<file path="config.mk">
export PLATFORM = sky130hd
export DESIGN_NAME = final_loader_flat
export DESIGN_NICKNAME = d
export VERILOG_FILES = /design/src/rtl/final_loader_pkg.sv /design/src/rtl/final_loader_if.sv /design/src/rtl/final_byte_packer.sv /design/src/rtl/final_loader.sv /design/src/flat_wrapper.sv
export SDC_FILE = /design/constraint.sdc
export NUM_CORES = 1
export LEC_CHECK = 0
export BUFFER_PORTS_ARGS = -buffer_cell sky130_fd_sc_hd__buf_2
export CAP_MARGIN = 20
export CORE_ASPECT_RATIO = 0.75
export CORE_MARGIN = 4
export CORE_UTILIZATION = 48
export CTS_CLUSTER_SIZE = 28
export DETAILED_ROUTE_END_ITERATION = 6
export PLACE_DENSITY_LB_ADDON = 0.12
export SLEW_MARGIN = 40
export SYNTH_ARGS = -nofsm -noshare
export SYNTH_HDL_FRONTEND = slang
export SYNTH_HIERARCHICAL = 1
export SYNTH_SLANG_ARGS = --single-unit
</file>
<file path="constraint.sdc">
create_clock -name i_clk -period 2.15 [get_ports i_clk]
set_clock_uncertainty 0.15 [all_clocks]
set_input_delay 0.43 -clock i_clk [delete_from_list [all_inputs] [get_ports i_clk]]
set_output_delay 0.43 -clock i_clk [all_outputs]
set_load 0.01 [all_outputs]
</file>
<file path="src/rtl/final_loader_pkg.sv">
// Shared widths, state encoding and helpers for the final_loader host-side loader.
// Imported by the interface, the byte packer and the top.
package final_loader_pkg;

  localparam int A_WIDTH = 8;
  localparam int D_WIDTH = 8;
  localparam int RESULT_W = 20;

  localparam int W_WIDTH = 4 * D_WIDTH;
  localparam int WA_W = A_WIDTH - 2;
  localparam int WORDS = 2 ** WA_W;

  localparam int TIMEOUT_CYCLES = 4096;
  localparam int TMR_W = 13;

  typedef enum logic [2:0] {
    S_IDLE   = 3'd0,
    S_LOAD   = 3'd1,
    S_WRITE  = 3'd2,
    S_SETTLE = 3'd3,
    S_GO     = 3'd4,
    S_WAIT   = 3'd5
  } state_t;

  function automatic logic is_last_word(
    input logic [WA_W-1:0] addr
  );
    return addr == WA_W'(WORDS - 1);
  endfunction

endpackage

</file>
<file path="src/rtl/final_loader_if.sv">
// Byte stream, core memory port and core run-control bundle.
// master = loader side, slave = host/core side.
interface final_loader_if;
  import final_loader_pkg::*;

  logic [D_WIDTH-1:0]  in_data;
  logic                in_valid;
  logic                in_ready;

  logic [WA_W-1:0]     m_addr6;
  logic [W_WIDTH-1:0]  m_di32;
  logic                m_enb;
  logic                m_web;

  logic                rst_core;
  logic                go_t;
  logic                done_t;
  logic [RESULT_W-1:0] result_in;

  modport master (
    input  in_data,
    input  in_valid,
    output in_ready,
    output m_addr6,
    output m_di32,
    output m_enb,
    output m_web,
    output rst_core,
    output go_t,
    input  done_t,
    input  result_in
  );

  modport slave (
    output in_data,
    output in_valid,
    input  in_ready,
    input  m_addr6,
    input  m_di32,
    input  m_enb,
    input  m_web,
    input  rst_core,
    input  go_t,
    output done_t,
    output result_in
  );

endinterface

</file>
<file path="src/rtl/final_byte_packer.sv">
// Little-endian byte-to-word packer with a 2-bit lane counter.
// o_full flags the cycle in which the 4th byte of a word is taken.
module final_byte_packer
  import final_loader_pkg::*;
(
  input  logic               i_clk,
  input  logic               i_rst,
  input  logic               i_clr,
  input  logic               i_take,
  input  logic [D_WIDTH-1:0] i_byte,
  output logic [W_WIDTH-1:0] o_word,
  output logic               o_full
);

  logic [1:0]         r_cnt;
  logic [W_WIDTH-1:0] r_word;

  always_ff @(posedge i_clk) begin
    if (i_rst || i_clr) begin
      r_cnt  <= 2'd0;
      r_word <= '0;
    end else if (i_take) begin
      r_word[{r_cnt, 3'b000} +: D_WIDTH] <= i_byte;
      r_cnt <= r_cnt + 2'd1;
    end
  end

  assign o_full = i_take && (r_cnt == 2'd3);
  assign o_word = r_word;

endmodule

</file>
<file path="src/rtl/final_loader.sv">
// Start-triggered job: stream-load the core memory, run the core, capture its result.
// Define LOADER_TIMEOUT_EN to add the Done_t watchdog and sticky timeout flag.
module final_loader
  import final_loader_pkg::*;
(
  input  logic                i_clk,
  input  logic                i_rst,
  input  logic                i_start,
  final_loader_if.master      io_bus,
  output logic [RESULT_W-1:0] o_result,
  output logic                o_result_valid,
  output logic                o_busy,
  output logic                o_err_timeout
);

  state_t r_state;
  state_t w_next;

  logic [WA_W-1:0]     r_word_cnt;
  logic [RESULT_W-1:0] r_result;
  logic                r_result_valid;

  logic                w_load;
  logic                w_take;
  logic                w_clr;
  logic                w_full;
  logic                w_done;
  logic                w_last;
  logic                w_timeout;
  logic [W_WIDTH-1:0]  w_word;

  assign w_load = (r_state == S_LOAD);
  assign w_take = w_load && io_bus.in_valid;
  assign w_clr  = (r_state == S_IDLE) && i_start;
  assign w_done = (r_state == S_WAIT) && io_bus.done_t;
  assign w_last = is_last_word(r_word_cnt);

  final_byte_packer u_packer (
    .i_clk  (i_clk),
    .i_rst  (i_rst),
    .i_clr  (w_clr),
    .i_take (w_take),
    .i_byte (io_bus.in_data),
    .o_word (w_word),
    .o_full (w_full)
  );

  always_ff @(posedge i_clk) begin
    if (i_rst) begin
      r_state <= S_IDLE;
    end else begin
      r_state <= w_next;
    end
  end

  always_comb begin
    w_next          = r_state;
    io_bus.in_ready = 1'b0;
    io_bus.m_enb    = 1'b0;
    io_bus.m_web    = 1'b0;
    io_bus.rst_core = 1'b1;
    io_bus.go_t     = 1'b0;
    unique case (r_state)
      S_IDLE: begin
        if (i_start) begin
          w_next = S_LOAD;
        end
      end
      S_LOAD: begin
        io_bus.in_ready = 1'b1;
        if (w_full) begin
          w_next = S_WRITE;
        end
      end
      S_WRITE: begin
        io_bus.m_enb = 1'b1;
        io_bus.m_web = 1'b1;
        w_next = w_last ? S_SETTLE : S_LOAD;
      end
      S_SETTLE: begin
        w_next = S_GO;
      end
      S_GO: begin
        io_bus.rst_core = 1'b0;
        io_bus.go_t     = 1'b1;
        w_next          = S_WAIT;
      end
      S_WAIT: begin
        io_bus.rst_core = 1'b0;
        if (w_done || w_timeout) begin
          w_next = S_IDLE;
        end
      end
      default: begin
        w_next = S_IDLE;
      end
    endcase
  end

  // Wraps to zero after the last word; a new Start also re-zeroes it.
  always_ff @(posedge i_clk) begin
    if (i_rst || w_clr) begin
      r_word_cnt <= '0;
    end else if (r_state == S_WRITE) begin
      r_word_cnt <= r_word_cnt + WA_W'(1);
    end
  end

  always_ff @(posedge i_clk) begin
    if (i_rst) begin
      r_result       <= '0;
      r_result_valid <= 1'b0;
    end else begin
      r_result_valid <= w_done;
      if (w_done) begin
        r_result <= io_bus.result_in;
      end
    end
  end

`ifdef LOADER_TIMEOUT_EN
  logic [TMR_W-1:0] r_tmr;
  logic             r_err;

  // r_tmr counts completed WAIT cycles; the last allowed one trips the watchdog.
  always_ff @(posedge i_clk) begin
    if (i_rst || (r_state != S_WAIT)) begin
      r_tmr <= '0;
    end else if (!io_bus.done_t) begin
      r_tmr <= r_tmr + TMR_W'(1);
    end
  end

  assign w_timeout = (r_state == S_WAIT)
                  && !io_bus.done_t
                  && (r_tmr == TMR_W'(TIMEOUT_CYCLES - 1));

  always_ff @(posedge i_clk) begin
    if (i_rst || w_clr) begin
      r_err <= 1'b0;
    end else if (w_timeout) begin
      r_err <= 1'b1;
    end
  end

  assign o_err_timeout = r_err;
`else
  assign w_timeout     = 1'b0;
  assign o_err_timeout = 1'b0;
`endif

  assign io_bus.m_addr6 = r_word_cnt;
  assign io_bus.m_di32  = w_word;

  assign o_result       = r_result;
  assign o_result_valid = r_result_valid;
  assign o_busy         = (r_state != S_IDLE);

endmodule

</file>
<file path="src/flat_wrapper.sv">
// flat-port wrapper written by rule: the top's interface ports become plain ports
module final_loader_flat import final_loader_pkg::*;
  (i_clk, i_rst, i_start, o_result, o_result_valid, o_busy, o_err_timeout, io_bus_in_data, io_bus_in_valid, io_bus_in_ready, io_bus_m_addr6, io_bus_m_di32, io_bus_m_enb, io_bus_m_web, io_bus_rst_core, io_bus_go_t, io_bus_done_t, io_bus_result_in);
  final_loader_if io_bus_i ();
  input  logic i_clk;
  input  logic i_rst;
  input  logic i_start;
  output logic [RESULT_W-1:0] o_result;
  output logic o_result_valid;
  output logic o_busy;
  output logic o_err_timeout;
  input wire logic [$bits(io_bus_i.in_data)-1:0] io_bus_in_data;
  input wire logic [$bits(io_bus_i.in_valid)-1:0] io_bus_in_valid;
  output wire logic [$bits(io_bus_i.in_ready)-1:0] io_bus_in_ready;
  output wire logic [$bits(io_bus_i.m_addr6)-1:0] io_bus_m_addr6;
  output wire logic [$bits(io_bus_i.m_di32)-1:0] io_bus_m_di32;
  output wire logic [$bits(io_bus_i.m_enb)-1:0] io_bus_m_enb;
  output wire logic [$bits(io_bus_i.m_web)-1:0] io_bus_m_web;
  output wire logic [$bits(io_bus_i.rst_core)-1:0] io_bus_rst_core;
  output wire logic [$bits(io_bus_i.go_t)-1:0] io_bus_go_t;
  input wire logic [$bits(io_bus_i.done_t)-1:0] io_bus_done_t;
  input wire logic [$bits(io_bus_i.result_in)-1:0] io_bus_result_in;
  assign io_bus_i.in_data = io_bus_in_data;
  assign io_bus_i.in_valid = io_bus_in_valid;
  assign io_bus_in_ready = io_bus_i.in_ready;
  assign io_bus_m_addr6 = io_bus_i.m_addr6;
  assign io_bus_m_di32 = io_bus_i.m_di32;
  assign io_bus_m_enb = io_bus_i.m_enb;
  assign io_bus_m_web = io_bus_i.m_web;
  assign io_bus_rst_core = io_bus_i.rst_core;
  assign io_bus_go_t = io_bus_i.go_t;
  assign io_bus_i.done_t = io_bus_done_t;
  assign io_bus_i.result_in = io_bus_result_in;
  final_loader u_core (.i_clk(i_clk), .i_rst(i_rst), .i_start(i_start), .io_bus(io_bus_i), .o_result(o_result), .o_result_valid(o_result_valid), .o_busy(o_busy), .o_err_timeout(o_err_timeout));
endmodule
</file>
== Word-level counts from Yosys, hierarchy flattened ==
Cells that the tools add are included.
Storage, ports and cells
  flip-flop bits (word level): 64
  bits of input ports: 33
  logic and storage cells: 40
  output and inout bits: 66
Operators by class
  equality and inequality tests: 10
  shift-type cells: 2
  $add $sub $neg: 3
  muxes and demuxes: 10
  reductions and logical operators: 9
Operator list (count)
  32-bit bitwise mux: 1
  8-bit by 7-bit variable shift with 32-bit output (first input constant): 1
  8-bit by 7-bit variable part select with 32-bit output: 1
  3-bit one-hot mux with 6 select lines: 1
  3-bit two-way mux: 3
  5-bit negation with 7-bit output: 1
  6-bit by 1-bit adder with 6-bit output (second input constant): 1
  3-bit by 2-bit equality test with 1-bit output (second input constant): 2
  3-bit equality test (second input constant): 2
  6-bit equality test (second input constant): 1
  1-bit logical AND: 4
  1-bit two-way mux: 4
  2-bit != test (second input constant): 2
  3-bit by 1-bit equality test with 1-bit output (second input constant): 1
  3-bit logical NOT: 1
  3-bit AND reduction: 1
  3-bit nonzero test: 1
  2-bit by 1-bit adder with 2-bit output (second input constant): 1
  2-bit equality test (second input constant): 1
  2-bit two-way mux: 1
  2-bit by 1-bit != test with 1-bit output (second input constant): 1
  2-bit OR reduction: 1
  1-bit logical OR: 1

== Depth between registers and ports, before layout ==
Gate-level depths: netlist of run 1.
  word-level depth: 5
  mapped depth: 10
  mapped depth without buffers: 8

== Hierarchy ==
Netlist of run 1, hierarchy kept.
Modules (own cells, without submodules)
  final_byte_packer: sequential area each 680.7 um^2, times used 1, area each 1350.0 um^2, cells an instance 141
  final_loader: sequential area each 600.6 um^2, times used 1, area each 1276.2 um^2, cells an instance 154

== Worst setup path after synthesis of run 1 ==
Ideal clock, no wire load.
  path kind: flip-flop to flip-flop
  start point: register u_core.r_state[0]
  end point: register u_core.u_packer.r_word[18] (netlist: u_core/u_packer/o_word[18])
  data required time: 1935 ps
  stages on the path, launching flop included: 10
  arrival time: 1882 ps
  buffers on the path: 4
  setup time: 65 ps
  slack: 53 ps
  period minus slack after synthesis: 2097 ps
  cells stage by stage: dfxtp_1 buf_2 nor3b_1 and2_1 buf_6 and4bb_4 buf_6 buf_6 a32oi_1 nor2_1
Between the ends
  elaborated cells between the ends (all ways): 5
  those cells by class: eq/ne: 1; reduce/logical: 4
RTL lines
  start: declaration: line final_loader.sv:16  | state_t r_state;
  start signal: assignment: line final_loader.sv:52  | r_state <= w_next;
  3-bit by 1-bit equality test with 1-bit output: line final_loader.sv:32  | assign w_load = (r_state == S_LOAD);
  1-bit logical AND: line final_loader.sv:33  | assign w_take = w_load && io_bus.in_valid;
  via u_core.w_take: line final_loader.sv:24  | logic w_take;
  end signal: indexed assignment: line final_byte_packer.sv:23  | r_word[{r_cnt, 3'b000} +: D_WIDTH] <= i_byte;
  end: declaration: line final_byte_packer.sv:16  | logic [W_WIDTH-1:0] r_word;
The timed path passes the listed nets, and every way through them passes these cells.
A chain may end at the register's enable or synchronous reset.

== Worst setup path after layout of run 1 ==
  start point: register u_core.r_state[1]
  end point: output io_bus_m_enb
Between the ends
  word-level cells in the longest chain between the ends: 2
RTL lines
  3-bit by 2-bit equality test with 1-bit output: line final_loader.sv:63  | unique case (r_state)
  1-bit two-way mux: line final_loader.sv:63
  end: declaration: line flat_wrapper.sv:17  | output wire logic [$bits(io_bus_i.m_enb)-1:0] io_bus_m_enb;
Every way passes these cells.

==> flow_summary.yaml, run 1 <==
floorplan:
  fp.coreArea_sq_mm: 0.00532
  die-width_um: 93.4
  rows: 23
  die_h_um: 72.1
  die_area_sq_mm: 0.00673
  start_util_pct: 49.3
  io_pins: 99
clock_network:
  path_clk_slew_ps: 70
  cts-root-buf: "clkbuf_8"
  htree_levels: 3
  clkSinkCount: 64
  cts_buffers: 9
  cts_tree: "built"
  ctsHoldBuffers: 0
  clk_latency_ps: 330
  post_cts_buffers: 0
  cts_buffer_depth: 2
  ctsResizeCount: 0
sta:
  setup_tns_ps: 0
  fin_crit_sh_pct: 94.5
  timing.fmax_ghz: 0.492
  post-route-min-period_ps: 2030
  setup_viol: 0
  worstMarginPinSlew_ps: 557
  rsz0062_at_grt: "no"
  timing.final.hold_violations: 0
  final_max_slew_viol_count: 0
  relSlewSlack_pct: 62.8
grt:
  grt-ovfl-total: 0
  antenna_found_initial: 0
  grt_max_degree: 35
  grt_pass1_vias: 2293
  grt_use_total_pct: 19.9
  grt_pass1_wl_mm: 10.6
synthesis:
  synth_seq_area_share_pct: 48.8
  syn_inst: 295
  synth_area_sq_mm: 0.00263
  synth_cell_types: 38
  avgSynthCellArea_sq_um: 8.90
  syn_nets: 334
  ys_warn_count: 6
  synth-seq-cells: 64
power:
  p_leak_nw: 1.47
  power_density_mw_per_mm2: 772
  finalPower_mw: 2.59
  vdd_drop_max_v: 0.000477
critical_path:
  required_ps: 1570
  cp_num_buf_inv: 2
  cp_cell_sequence: "buf_4, nor3b_4, buf_2"
  crit_family: "simple AND/OR/NAND/NOR gates"
  crit_path_end_kind: "output pin"
  startpoint_type: "flip-flop"
  arrival_ps: 1450
  crit_type: "reg2out"
  reg2regPathDepth: 5
  r2r-start: "u_core/r_state[1]"
  r2r_slack_ps: 300
  worstReg2RegEnd: "u_core/u_packer/o_word[20]"
  slowest_stage: "nor3b_4"
  cpPeakStageDelay_ps: 400
  crit_path_max_fanout: 9
layout:
  layout.area.seq_sq_mm: 0.00128
  fillers: 468
  fin_area_sq_mm: 0.00335
  multiInputGateArea_sq_mm: 0.00116
  layout.nets: 428
  diodes: 0
  area_delta_synth_final_pct: 27.5
  drive_above_1_share_pct: 33.8
drt:
  route.vias.total: 2396
  vias_per_cell: 5.11
  wl_per_cell_um: 13.7
  drt-total-wl_mm: 6.42
  ant_nets: 0
  post-route-drc-count: 0
  drtIter0Drc: 116
  drt-pass1-iter-count: 4
placed_design:
  hpwlAfterDp_mm: 4.56
  port_buffers: 97
  gp_congestion: 0.779
  place_area_sq_mm: 0.00314
run:
  cap_violations: 0
min_path:
  min_path_cells: 3
  hold_class: "in2reg"
  hp-start: "io_bus_result_in[17]"
  holdPathEnd: "u_core/o_result[17]"
status:
  status: "finished clean"
-- worst register-to-register path: cells and delay by family, from the launching register on --
kind / cells / cell delay (ps)
DFF: 1 / 320
and+or+nand+nor: 4 / 1190
AOI/OAI and AO/OA: 1 / 140
-- logic make-up after synthesis --
family / after synthesis / share of synthesized area, %
compound gates: 59 / 15.0
xor+xnor: 6 / 2.00
fa+ha+maj: 6 / 2.86
buf+inv: 30 / 6.91
flops: 64 / 48.8
mux: 3 / 1.14
other cells: 1 / 0.143
simple gates: 126 / 23.2
-- layout by cell type (no fill, tap or decap), drive strengths merged, types with 2 or more instances in the layout --
cell      n
nand2    57
nor2     40
inv       5
nand3     2
and2      2
a32oi    24
dfxtp    64
ha        6
clkinv    4
nor2b     3
nor3b     3
clkbuf   10
buf     108
xor2      4
nand4    11
xnor2     2
or2       2
bufinv    2
mux2i     3
a21oi    31
-- cell usage after synthesis, drive strengths merged --
master / instances / area, sq um
o31ai: 1 / 7.51
buf: 16 / 128
dfxtp: 64 / 1280
nand4: 11 / 68.8
ha: 6 / 75.1
or2: 2 / 15.0
and2: 2 / 12.5
conb: 1 / 3.75
and4b: 1 / 10.0
mux2i: 3 / 30.0
or3: 1 / 11.3
a211oi: 1 / 7.51
o21ai: 1 / 5.00
xnor2: 2 / 17.5
inv: 5 / 18.8
nor3b: 3 / 38.8
nor2: 40 / 165
xor2: 4 / 35.0
and3: 1 / 6.26
and4bb: 1 / 16.3
clkbuf: 9 / 35.0
nand3: 2 / 10.0
a32oi: 24 / 210
nand2: 57 / 214
nand2b: 1 / 6.26
nand3b: 1 / 7.51
nor2b: 3 / 26.3
a21oi: 31 / 155
a221oi: 1 / 8.76
-- state kept, by name (all words and copies together), names as in the netlist --
name                    cells
u_core/o_result_valid       1
u_core/o_result            20
u_core/u_packer/o_word     32
u_core/r_state              3
u_core/u_packer/r_cnt       2
u_core/io_bus.m_addr6       6
-- routing by layer --
metal / track usage, % / part of all wire [%] / vias up
met1: 26.8 / 44 / 1090
met3: 8.91 / 11 / 4
met5: 0 / 0 / -
li1: - / - / 1205
met2: 29.1 / 44 / 97
met4: 5.53 / 0.62 / 0
-- metrics by stage --
stage	utilization [%]	instances	setup WS, ps	hold slack [ps]
after floorplan	-	295	53.2	326
after global placement	58.9	453	403	286
after detailed placement	58.9	453	343	291
after CTS	62.9	469	102	161
after global routing	62.9	469	21.8	164
final	62.9	469	119	179
-- how the worst max path moves through the flow --
stage | cells after the start | end | slack (ps) | start
floorplan | 9 | u_core/u_packer/o_word[18] | 50 | u_core/r_state[0]
global placement | 5 | u_core/u_packer/o_word[1] | 400 | u_core/u_packer/r_cnt[1]
detailed placement | 5 | u_core/u_packer/o_word[17] | 340 | u_core/r_state[2]
CTS | 3 | io_bus_m_enb | 100 | u_core/r_state[1]
global route | 3 | io_bus_m_web | 20 | u_core/r_state[1]
finish | 3 | io_bus_m_enb | 120 | u_core/r_state[1]
-- area by class of cell --
| class | instances | share of cell area (%) |
|---|---|---|
| multi-input combinational | 201 | 34.7 |
| clock buffer | 10 | 3.81 |
| tap | 75 | 2.80 |
| clock inverter | 6 | 2.50 |
| timing repair buffer | 108 | 17.3 |
| sequential | 64 | 38.3 |
| inverter | 5 | 0.560 |
-- power by group --
| part | internal [mW] | switching [mW] |
|---|---|---|
| sequential | 1.20 | 0.00995 |
| clock | 0.649 | 0.446 |
| combinational | 0.112 | 0.166 |
| total | 1.96 | 0.622 |
No activity file was read; power rests on OpenSTA's default activity.
==> run 2: changes to the inputs <==
Settings changed: CORE_ASPECT_RATIO 0.75 to 1.1, CORE_MARGIN 4 to 2, CORE_UTILIZATION 48 to 52.
Clock period 2.15 ns to 2.5 ns, I/O delays scaled along.
==> flow_summary.yaml, run 2 (synthesized netlist as in run 1, its figures left out) <==
status:
  status: "finished clean"
placed_design:
  gp_congestion: 0.814
  dp_cells: 432
  port_buffers: 97
  hpwlAfterDp_mm: 4.16
critical_path:
  crit_path_max_fanout: 9
  arrival_ps: 1490
  startpoint_type: "flip-flop"
  crit_type: "reg2out"
  crit_path_end_kind: "output pin"
  required_ps: 1850
grt:
  antenna_found_initial: 0
  grt_pass1_wl_mm: 9.82
  grt_pass1_vias: 2175
  grt_use_total_pct: 22.1
  grt_max_degree: 35
  grt-ovfl-total: 0
drt:
  drt-pass1-iter-count: 4
  route.vias.total: 2392
  ant_nets: 0
  wl_per_cell_um: 13.4
  drt-total-wl_mm: 5.99
  post-route-drc-count: 0
  vias_per_cell: 5.36
  drtIter0Drc: 197
layout:
  final_cell_mix: "97 x buf_2, 64 x dfxtp_1, 57 x nand2_1, 36 x nor2_1, 31 x a21oi_1"
  final_common_cell: "buf_2"
  diodes: 0
  instances_no_fill: 446
  layout.nets: 424
  area_delta_synth_final_pct: 26.3
  largest_register_ffs: 32
  drive_above_1_share_pct: 33.0
clock_network:
  clk_latency_ps: 320
  path_clk_slew_ps: 70
  htree_levels: 3
  ctsResizeCount: 0
  cts_buffer_depth: 2
  post_cts_buffers: 0
  cts_tree: "built"
  cts_buffers: 9
  clkSinkCount: 64
  ctsHoldBuffers: 0
  cts-root-buf: "clkbuf_8"
power:
  finalPower_mw: 2.34
  intPower_mw: 1.83
  pwr-share-comb_pct: 9.2
  switchingPower_mw: 0.516
  swShare_pct: 22.0
  power_density_mw_per_mm2: 707
  clock_power_share_pct: 46.0
  seqPwrFrac_pct: 44.9
  vdd_drop_max_v: 0.000412
  p_leak_nw: 1.45
sta:
  worstMarginPinSlew_ps: 627
  post-route-min-period_ps: 2140
  setup_viol: 0
  rsz0062_at_grt: "no"
  setup_tns_ps: 0
  fin_crit_sh_pct: 85.4
  final_max_slew_viol_count: 0
  relSlewSlack_pct: 58.1
  timing.final.hold_violations: 0
  timing.fmax_ghz: 0.468
floorplan:
  die-width_um: 71.8
  rows: 27
  fp.coreArea_sq_mm: 0.00493
  io_pins: 99
  start_util_pct: 53.2
  die_h_um: 78.5
  die_area_sq_mm: 0.00564
min_path:
  hold_class: "in2reg"
run:
  cap_violations: 0
==> run 2: cell count changes in the layout (fill, tap and decap cells not counted) <==
cell	before	now
buf_4	10	7
clkinv_2	3	0
clkbuf_1	1	0
bufinv_16	2	3
clkinv_4	1	0
buf_12	1	0
clkbuf_8	9	11
==> run 2: path summary, 6_finish.rpt <==
check        depth (start not counted)                       from                          to  slack [ps]
min reg2reg                          2  u_core/u_packer/o_word[0]   u_core/u_packer/o_word[0]         300
max reg2reg                          5   u_core/u_packer/r_cnt[0]  u_core/u_packer/o_word[27]         500
min                                  3        io_bus_result_in[6]          u_core/o_result[6]         250
max                                  2          u_core/r_state[1]                io_bus_m_enb         360
==> run 2: worst max-delay path: stages, from the launching register on <==
cell and delay (ps):
dfxtp_1 510, nor3b_4 440, buf_2 210
==> run 2: final cells by class <==
cell class	count	area, sq um
clock inverters	3	90.1
clock buffers	11	151
fillers	405	1620
inverters	5	18.8
repair buffers	104	538
flip-flops and latches	64	1280
multi-input cells	201	1160
well taps	58	72.6
==> run 2: per-stage QoR <==
step	utilization, %	hold slack, ps	worst slack, ps	area [sq um]
finish	67.2	252	365	3320
global route	67.2	241	255	3320
CTS	67.2	241	332	3320
detailed placement	62.3	291	537	3070
global placement	62.3	286	623	3070
floorplan	-	326	403	2630
==> run 2: layer usage <==
| metal | part of all wire (%) | vias to the layer above | global-route usage (%) |
|---|---|---|---|
| met5 | 0 | - | 0 |
| met4 | 2.6 | 0 | 12.6 |
| met3 | 6.9 | 12 | 5.13 |
| met2 | 48 | 95 | 33.5 |
| met1 | 42 | 1095 | 28.7 |
| li1 | - | 1190 | - |
==> run 2: power groups by stage <==
stage	Combinational [mW]	Clock, mW	Sequential, mW
floorplan	0.150	0	1.07
global placement	0.211	0	1.07
detailed placement	0.213	0	1.07
CTS	0.215	1.10	1.05
global route	0.238	1.15	1.05
finish	0.214	1.08	1.05
==> run 3: changes to the inputs <==
Settings changed: CTS_CLUSTER_SIZE 28 to 20, PLACE_DENSITY_LB_ADDON 0.12 to 0.3, REMOVE_ABC_BUFFERS from default to 1.
==> flow_summary.yaml, run 3 (synthesized netlist as in run 1, its figures left out) <==
sta:
  post-route-min-period_ps: 2170
  relSlewSlack_pct: 66.1
  timing.fmax_ghz: 0.462
  worstMarginPinSlew_ps: 508
  final_max_slew_viol_count: 0
  setup_viol: 0
  setup_tns_ps: 0
  rsz0062_at_grt: "no"
  fin_crit_sh_pct: 86.6
  timing.final.hold_violations: 0
placed_design:
  place_area_sq_mm: 0.00307
  dp_cells: 431
  hpwlAfterDp_mm: 4.09
  gp_congestion: 0.802
  port_buffers: 97
critical_path:
  r2r-start: "u_core/u_packer/r_cnt[0]"
  startpoint_type: "flip-flop"
  crit_path_end_kind: "output pin"
  worstReg2RegEnd: "u_core/u_packer/o_word[0]"
  reg2regPathDepth: 5
  slowest_stage: "dfxtp_1"
  required_ps: 1850
  cp_num_buf_inv: 1
  crit_path_max_fanout: 9
  r2r_slack_ps: 500
  crit_cells: 2
  cp_cell_sequence: "nor3b_4, buf_2"
  cpPeakStageDelay_ps: 530
  crit_type: "reg2out"
  crit_family: "flip-flops"
  arrival_ps: 1520
clock_network:
  htree_levels: 3
  cts_buffers: 9
  ctsResizeCount: 0
  clk_latency_ps: 330
  path_clk_slew_ps: 60
  ctsHoldBuffers: 0
  cts_tree: "built"
  post_cts_buffers: 0
  cts_buffer_depth: 2
  clkSinkCount: 64
  cts-root-buf: "clkbuf_8"
power:
  vdd_drop_max_v: 0.000370
  power_density_mw_per_mm2: 623
  p_leak_nw: 1.41
grt:
  grt_max_degree: 35
  grt_use_total_pct: 21.5
  grt_pass1_vias: 2126
  antenna_found_initial: 0
  grt_pass1_wl_mm: 9.65
  grt-ovfl-total: 0
drt:
  route.vias.total: 2387
  post-route-drc-count: 0
  wl_per_cell_um: 13.3
  ant_nets: 0
  drt-pass1-iter-count: 4
  drt-total-wl_mm: 5.93
  vias_per_cell: 5.36
  drtIter0Drc: 235
layout:
  diodes: 0
  final_common_cell: "buf_2"
  fin_util_pct: 65.4
  fin_area_sq_mm: 0.00323
  largest_register_ffs: 32
  drive_above_1_share_pct: 32.8
  fillers: 431
  area_delta_synth_final_pct: 22.9
  layout.nets: 423
  final_cell_mix: "97 x buf_2, 64 x dfxtp_1, 57 x nand2_1, 36 x nor2_1, 31 x a21oi_1"
  instances_no_fill: 445
floorplan:
  die_area_sq_mm: 0.00564
  io_pins: 99
  rows: 27
  die_h_um: 78.5
  die-width_um: 71.8
  fp.coreArea_sq_mm: 0.00493
  start_util_pct: 53.2
min_path:
  hp-start: "io_bus_result_in[8]"
  holdPathEnd: "u_core/o_result[8]"
  min_path_cells: 3
  hold_class: "in2reg"
run:
  cap_violations: 0
status:
  status: "finished clean"
run 3: cell count changes in the layout (fill, tap and decap cells not counted):
cell        before  now
buf_4            7    6
clkinv_2         0    3
clkinvlp_4       0    1
bufinv_16        3    0
clkbuf_8        11   10
run 3: layout make-up:
class,count,area [sq um],share of cell area (%)
clock inverter,4,22.5,0.698
sequential,64,1280,39.7
timing repair buffer,103,531,16.4
inverter,5,18.8,0.582
clock buffer,10,138,4.27
tap,58,72.6,2.25
multi-input combinational,201,1160,36.1
run 3: worst max-delay path by stage:
stage                             start                         end
6_report              u_core/r_state[1]                io_bus_m_enb
2_1_floorplan         u_core/r_state[0]           u_core/r_state[1]
5_1_grt               u_core/r_state[1]                io_bus_m_enb
3_3_place_gp          u_core/r_state[2]  u_core/u_packer/o_word[28]
3_5_place_dp   u_core/u_packer/r_cnt[0]   u_core/u_packer/o_word[2]
4_1_cts               u_core/r_state[1]                io_bus_m_web
run 3: worst register-to-register path: stages (launching register included):
cell,delay [ps]
dfxtp_1,500
inv_1,140
ha_1,380
nor3b_2,460
nand4_1,160
a21oi_1,150
run 3: metrics by stage:
| stage | total power [mW] | worst slack, ps | hold slack, ps |
|---|---|---|---|
| after global placement | 1.29 | 597 | 288 |
| after global routing | 2.10 | 225 | 244 |
| after CTS | 2.03 | 321 | 242 |
| after detailed placement | 1.29 | 537 | 293 |
| final | 2.01 | 335 | 255 |
| after floorplan | 1.19 | 223 | 324 |
run 3: per-layer routing:
metal	GRT usage (%)	up-vias	share of wire [%]	wire length [um]
met5	0	-	0	0
met1	27.4	1086	42	2510
met4	11.1	0	2.4	142
met2	32.8	94	47	2780
met3	6.42	13	8.5	503
li1	-	1194	-	-
run 3: where the power goes:
part	total (mW)	internal [mW]	switching, mW
sequential	1.05	1.04	0.0176
combinational	0.215	0.0853	0.129
clock	0.742	0.370	0.372
total	2.01	1.49	0.519
